$ cat src/rtl/branch_resolution_unit.sv
// Execute-side branch resolution: queues fetch predictions, checks them against
// resolved outcomes, and drives predictor training plus mispredict redirect.
module branch_resolution_unit #(
    parameter int unsigned DEPTH   = 4,
    parameter int unsigned INDEX_W = 10,
    parameter int unsigned CNT_W   = 16
) (
    input  logic               clock_in,
    input  logic               reset_in,
    input  logic               push_valid_in,
    input  logic [31:0]        push_pc_in,
    input  logic               push_taken_pred_in,
    input  logic [31:0]        push_pred_pc_in,
    input  logic               resolve_valid_in,
    input  logic               actual_taken_in,
    input  logic [31:0]        actual_target_in,
    input  logic               flush_in,
    output logic               queue_full_out,
    output logic               queue_empty_out,
    output logic               feedback_enable_out,
    output logic               taken_branch_out,
    output logic [INDEX_W-1:0] pc_indx_branch_out,
    output logic               mispredict_out,
    output logic [31:0]        redirect_pc_out,
    output logic [CNT_W-1:0]   branch_count_out,
    output logic [CNT_W-1:0]   mispredict_count_out,
    output logic               error_out
);

    localparam int unsigned AW = (DEPTH > 1) ? $clog2(DEPTH) : 1;
    localparam int unsigned PW = AW + 1;

    typedef struct packed {
        logic [31:0] pc;
        logic        taken_pred;
        logic [31:0] pred_pc;
    } pred_entry_t;

    pred_entry_t   queue_mem [DEPTH];
    logic [PW-1:0] wr_ptr;
    logic [PW-1:0] rd_ptr;
    logic [PW-1:0] count_c;
    pred_entry_t   head_c;
    logic          pop_c;
    logic          push_c;
    logic          mispredict_c;
    logic          clear_c;
    logic          error_c;
    logic [31:0]   redirect_c;

    // Occupancy from the extra wrap bit of each pointer
    assign count_c         = wr_ptr - rd_ptr;
    assign queue_full_out  = (count_c == PW'(DEPTH));
    assign queue_empty_out = (count_c == '0);
    assign head_c          = queue_mem[rd_ptr[AW-1:0]];

    always_comb begin
        pop_c        = resolve_valid_in && !queue_empty_out;
        push_c       = push_valid_in && (!queue_full_out || pop_c);
        mispredict_c = pop_c && ((actual_taken_in != head_c.taken_pred) ||
                                 (actual_taken_in && (actual_target_in != head_c.pred_pc)));
        clear_c      = flush_in || mispredict_c;
        error_c      = (push_valid_in && queue_full_out && !pop_c) ||
                       (resolve_valid_in && queue_empty_out);
        redirect_c   = actual_taken_in ? actual_target_in : (head_c.pc + 32'd4);
    end

    // Storage needs no reset; only the pointers define validity
    always_ff @(posedge clock_in) begin
        if (push_c) begin
            queue_mem[wr_ptr[AW-1:0]] <= '{pc: push_pc_in, taken_pred: push_taken_pred_in,
                                           pred_pc: push_pred_pc_in};
        end
    end

    always_ff @(posedge clock_in or posedge reset_in) begin
        if (reset_in) begin
            wr_ptr <= '0;
            rd_ptr <= '0;
        end else if (clear_c) begin
            wr_ptr <= '0;
            rd_ptr <= '0;
        end else begin
            wr_ptr <= wr_ptr + PW'(push_c);
            rd_ptr <= rd_ptr + PW'(pop_c);
        end
    end

    // Training, redirect and statistics, all one cycle after the resolve
    always_ff @(posedge clock_in or posedge reset_in) begin
        if (reset_in) begin
            feedback_enable_out  <= 1'b0;
            taken_branch_out     <= 1'b0;
            pc_indx_branch_out   <= '0;
            mispredict_out       <= 1'b0;
            redirect_pc_out      <= '0;
            branch_count_out     <= '0;
            mispredict_count_out <= '0;
            error_out            <= 1'b0;
        end else begin
            feedback_enable_out <= pop_c;
            mispredict_out      <= mispredict_c && !flush_in;
            if (error_c) begin
                error_out <= 1'b1;
            end
            if (pop_c) begin
                taken_branch_out   <= actual_taken_in;
                pc_indx_branch_out <= head_c.pc[INDEX_W-1:0];
                redirect_pc_out    <= redirect_c;
                if (branch_count_out != '1) begin
                    branch_count_out <= branch_count_out + CNT_W'(1);
                end
            end
            if (mispredict_c && (mispredict_count_out != '1)) begin
                mispredict_count_out <= mispredict_count_out + CNT_W'(1);
            end
        end
    end

endmodule

$ cat config.mk
export PLATFORM = sky130hd
export DESIGN_NAME = branch_resolution_unit
export DESIGN_NICKNAME = d
export VERILOG_FILES = /design/src/rtl/branch_resolution_unit.sv
export SDC_FILE = /design/constraint.sdc
export NUM_CORES = 1
export LEC_CHECK = 0
export CAP_MARGIN = 5
export CELL_PAD_IN_SITES_DETAIL_PLACEMENT = 1
export CELL_PAD_IN_SITES_GLOBAL_PLACEMENT = 1
export CORE_MARGIN = 5
export CORE_UTILIZATION = 42
export CTS_CLUSTER_DIAMETER = 60
export DETAILED_ROUTE_END_ITERATION = 8
export GPL_ROUTABILITY_DRIVEN = 0
export PLACE_DENSITY = 0.74
export SLEW_MARGIN = 20
export SYNTH_ARGS = -nofsm -noshare
export SYNTH_HDL_FRONTEND = slang
export SYNTH_SLANG_ARGS = --single-unit
export TNS_END_PERCENT = 20
$ cat constraint.sdc
create_clock -name clock_in -period 6.33 [get_ports clock_in]
set_input_delay 1.266 -clock clock_in [delete_from_list [all_inputs] [get_ports clock_in]]
set_output_delay 1.266 -clock clock_in [all_outputs]
set_load 0.1 [all_outputs]
==> key figures <==
Routing
  – Total Routed Length: 37200 um
  – DR vias/cell: 5.39
  – Detailed Routing Iterations Pass 1: 4
  – Initial drt markers: 484
  – DRC Markers: 0
  – Antenna Nets Post-Route: 0
  – Vias: about 8500
  – DR WL/cell: 23.7 um

Clock tree
  – TritonCTS clock tree: yes
  – Clock Latency Late Sink: 0.52 ns
  – Setup Buffers After CTS: 0
  – H-tree levels: 2
  – Resize count post-CTS: 0
  – Total CTS buffers: 38
  – CTS max path bufs: 3
  – Clock sink total: 344
  – Clk root buf: clkbuf_16
  – Reg clk slew, reported paths: 0.06 ns
  – Hold_buf cts: 0

Setup path
  – Endpoint class of the critical path: primary output
  – Worst Setup Path Type: reg2out
  – Setup crit start: rd_ptr[1]
  – Crit path arrival time: 3.25 ns
  – CP Max Fanout: 32
  – Req. time, crit path: a little over 5 ns
  – R2R Path End: mispredict_count_out[1]
  – Reg2Reg Launch Point: rd_ptr[1]
  – R2R Setup Slk: between 2 and 2.5 ns
  – Worst reg2reg path depth: 9
  – CP startpoint kind: register

Synthesis
  – FFs w/ async S/R, synth: 0.244
  – Mux share of post-synthesis cell area: 0.113
  – Post-synthesis compound-gate area fraction: 0.0319
  – Post-Syn Instances: 894
  – Post-Synth Adder-Cell Area: 0.00785
  – Post-Synth XOR/XNOR Area: 0.0549
  – Yosys top cell by area: edfxtp_1
  – Synth top area share: 0.544
  – Syn Std Cell Area: 14300 um^2
  – Largest family of logic cells by synthesized area: multiplexers
  – Post-Syn Nets: 1006
  – Leading register cell type out of synthesis: edfxtp_1
  – Sequential share of the synthesized area: 0.691
  – Post-Synth Simple-Gate Area: 0.0778
  – Synth unique cells: between 50 and 60
  – Top post-synthesis cells by count: edfxtp_1 (260), nand2_1 (88), dfrtp_1 (84)
  – Most common cell in the netlist: edfxtp_1
  – Most area-consuming cells after synthesis: edfxtp_1 (54%), dfrtp_1 (15%), mux4_2 (7.1%), xor2_1 (2.9%), mux2i_1 (2.7%)
  – Synthesized flop and latch total: 344
  – Syn avg cell area: 16.0 um^2
  – YS warnings: 0
  – EDFF count, synth: 260

Timing
  – Final setup TNS: 0 ns
  – Slew headroom: 0.283
  – Final setup vio count: 0
  – Fin. Hold Viols: 0
  – Max Transition Viols Final: 0
  – Fin crit share: 0.714
  – Slew @ Worst Pin: 1.07 ns
  – Setup Skew: 0.0211 ns
  – Min Tclk post-route: ~4.5 ns
  – RSZ-0062 raised after global routing: false
  – Max Freq: 221 MHz

Power
  – Static Leak: 6.35 nW
  – Peak VDD IR: 0.629 mV
  – Post-layout total power: 8.44 mW
  – Pwr dens: 475 nW/um^2

Floorplanning
  – Top-Level Pins: 183
  – Die Y: slightly below 200 um
  – Core area: 33600 um^2
  – Initial Util: 0.427
  – DIE AREA: 38000 um^2
  – FP Rows: 67
  – Die width: 195 um

Hold path
  – Hold depth: 2
  – Hold Path Class: reg2reg
  – Endpoint with the worst hold slack: pc_indx_branch_out[9]
  – Hold Path Origin: pc_indx_branch_out[9]

Status
  – Status: completed

Global route
  – Vias in the first global route: approximately 9000
  – Largest net degree at the start of global routing: 66
  – First-pass GRT wire length: 56100 um
  – Initial antenna violation count: 4
  – Gr usage total: 0.193
  – Residual overflow from global routing: 0

Flow run
  – Max-cap violations: 0

Final layout
  – Total Nets Final: 1206
  – Syn-to-layout area delta: 23.8%
  – Ratio of cells with drive above 1 in the final layout: 0.118

Place
  – Placed wire-length estimate: 25100 um
  – IO buf count: 182
==> layout make-up <==
cell class | instances | area, um^2
antenna | 1 | 2.50
sequential | 344 | 9920
clock inverter | 27 | 226
timing repair buffer | 192 | 1890
tap | 448 | 561
inverter | 18 | 68.8
multi-input combinational | 500 | 4110
fill | 3192 | 15900
clock buffer | 42 | 987
==> where the power goes <==
| group | leakage [nW] | switching [mW] | total (mW) | internal (mW) |
|---|---|---|---|---|
| sequential | 3.44 | 0.253 | 3.09 | 2.84 |
| combinational | 2.32 | 2.29 | 3.21 | 0.923 |
| clock | 0.591 | 0.886 | 2.14 | 1.25 |
==> cells in the final DEF, fill, tap and decap left out, types with 3 or more instances in the layout <==
cell type / netlist / layout
clkinv_1: 1 / 8
xnor2_1: 42 / 42
nand3_1: 26 / 26
and3_1: 16 / 14
xor2_1: 48 / 48
and2_1: 5 / 5
clkbuf_16: 0 / 39
nand4_1: 12 / 12
mux2i_1: 38 / 38
nor2_1: 41 / 41
o21ai_0: 27 / 27
buf_4: 5 / 10
a22oi_1: 4 / 4
mux4_2: 45 / 45
edfxtp_1: 260 / 260
nand2_1: 88 / 88
nor3_1: 15 / 13
clkinvlp_4: 0 / 4
bufinv_16: 0 / 3
clkbuf_1: 9 / 3
o22ai_1: 4 / 4
a21oi_1: 25 / 25
o211ai_1: 5 / 5
clkdlybuf4s50_1: 0 / 181
ha_1: 9 / 9
and3b_1: 6 / 6
clkinv_2: 0 / 10
and3_2: 1 / 3
inv_1: 17 / 16
dfrtp_1: 84 / 82
mux4_1: 7 / 7
and4_1: 7 / 7
==> how the worst max path moves through the flow <==
stage	to	slack, ns
finish	queue_empty_out	1.81
global route	queue_empty_out	1.67
global placement	mispredict_count_out[1]	2.20
CTS	queue_empty_out	1.76
floorplan	queue_mem[0][0]	-0.59
detailed placement	mispredict_count_out[1]	2.13
==> per-stage QoR <==
| step | std cells | hold slack, ns | area [um^2] | util | setup WS [ns] |
|---|---|---|---|---|---|
| 2_1_floorplan | 894 | 0.614 | 14300 | - | -0.588 |
| 3_3_place_gp | 1502 | 0.460 | 16500 | 0.492 | 2.20 |
| 3_5_place_dp | 1502 | 0.462 | 16500 | 0.492 | 2.13 |
| 4_1_cts | 1571 | 0.477 | 17800 | 0.528 | 1.76 |
| 5_1_grt | 1571 | 0.495 | 17800 | 0.528 | 1.67 |
| 6_report | 1572 | 0.479 | 17800 | 0.528 | 1.81 |
==> logic make-up (layout without fill, tap and decap cells) <==
family	count (synthesis)	in the layout
simple gates	230	230
flops	344	344
compound gates	78	78
fa+ha+maj	9	9
xor+xnor	90	90
mux	93	93
other cells	0	1
buf+inv	50	279
==> critical path, stage by stage (launching register included) <==
cell and delay [ns]:
dfrtp_4 0.77, inv_1 0.10, ha_1 0.19, nor2b_1 0.13
xnor2_1 0.20, and3_1 0.21, clkdlybuf4s50_1 1.15
==> metal layers <==
layer | vias up | part of all wire | GRT usage
met1 | 4346 | 0.43 | 0.261
met4 | 6 | 0.016 | 0.0388
li1 | 3798 | - | -
met3 | 49 | 0.065 | 0.0419
met5 | - | 0.0010 | 0
met2 | 268 | 0.49 | 0.325
==> flip-flops by register name (all words and copies together), names as in the netlist <==
| signal | cells |
|---|---|
| feedback_enable_out | 1 |
| taken_branch_out | 1 |
| wr_ptr | 3 |
| redirect_pc_out | 32 |
| pc_indx_branch_out | 10 |
| rd_ptr | 3 |
| queue_mem | 260 |
| mispredict_count_out | 16 |
| mispredict_out | 1 |
| error_out | 1 |
| branch_count_out | 16 |
No activity file was read; power rests on OpenSTA's default activity.
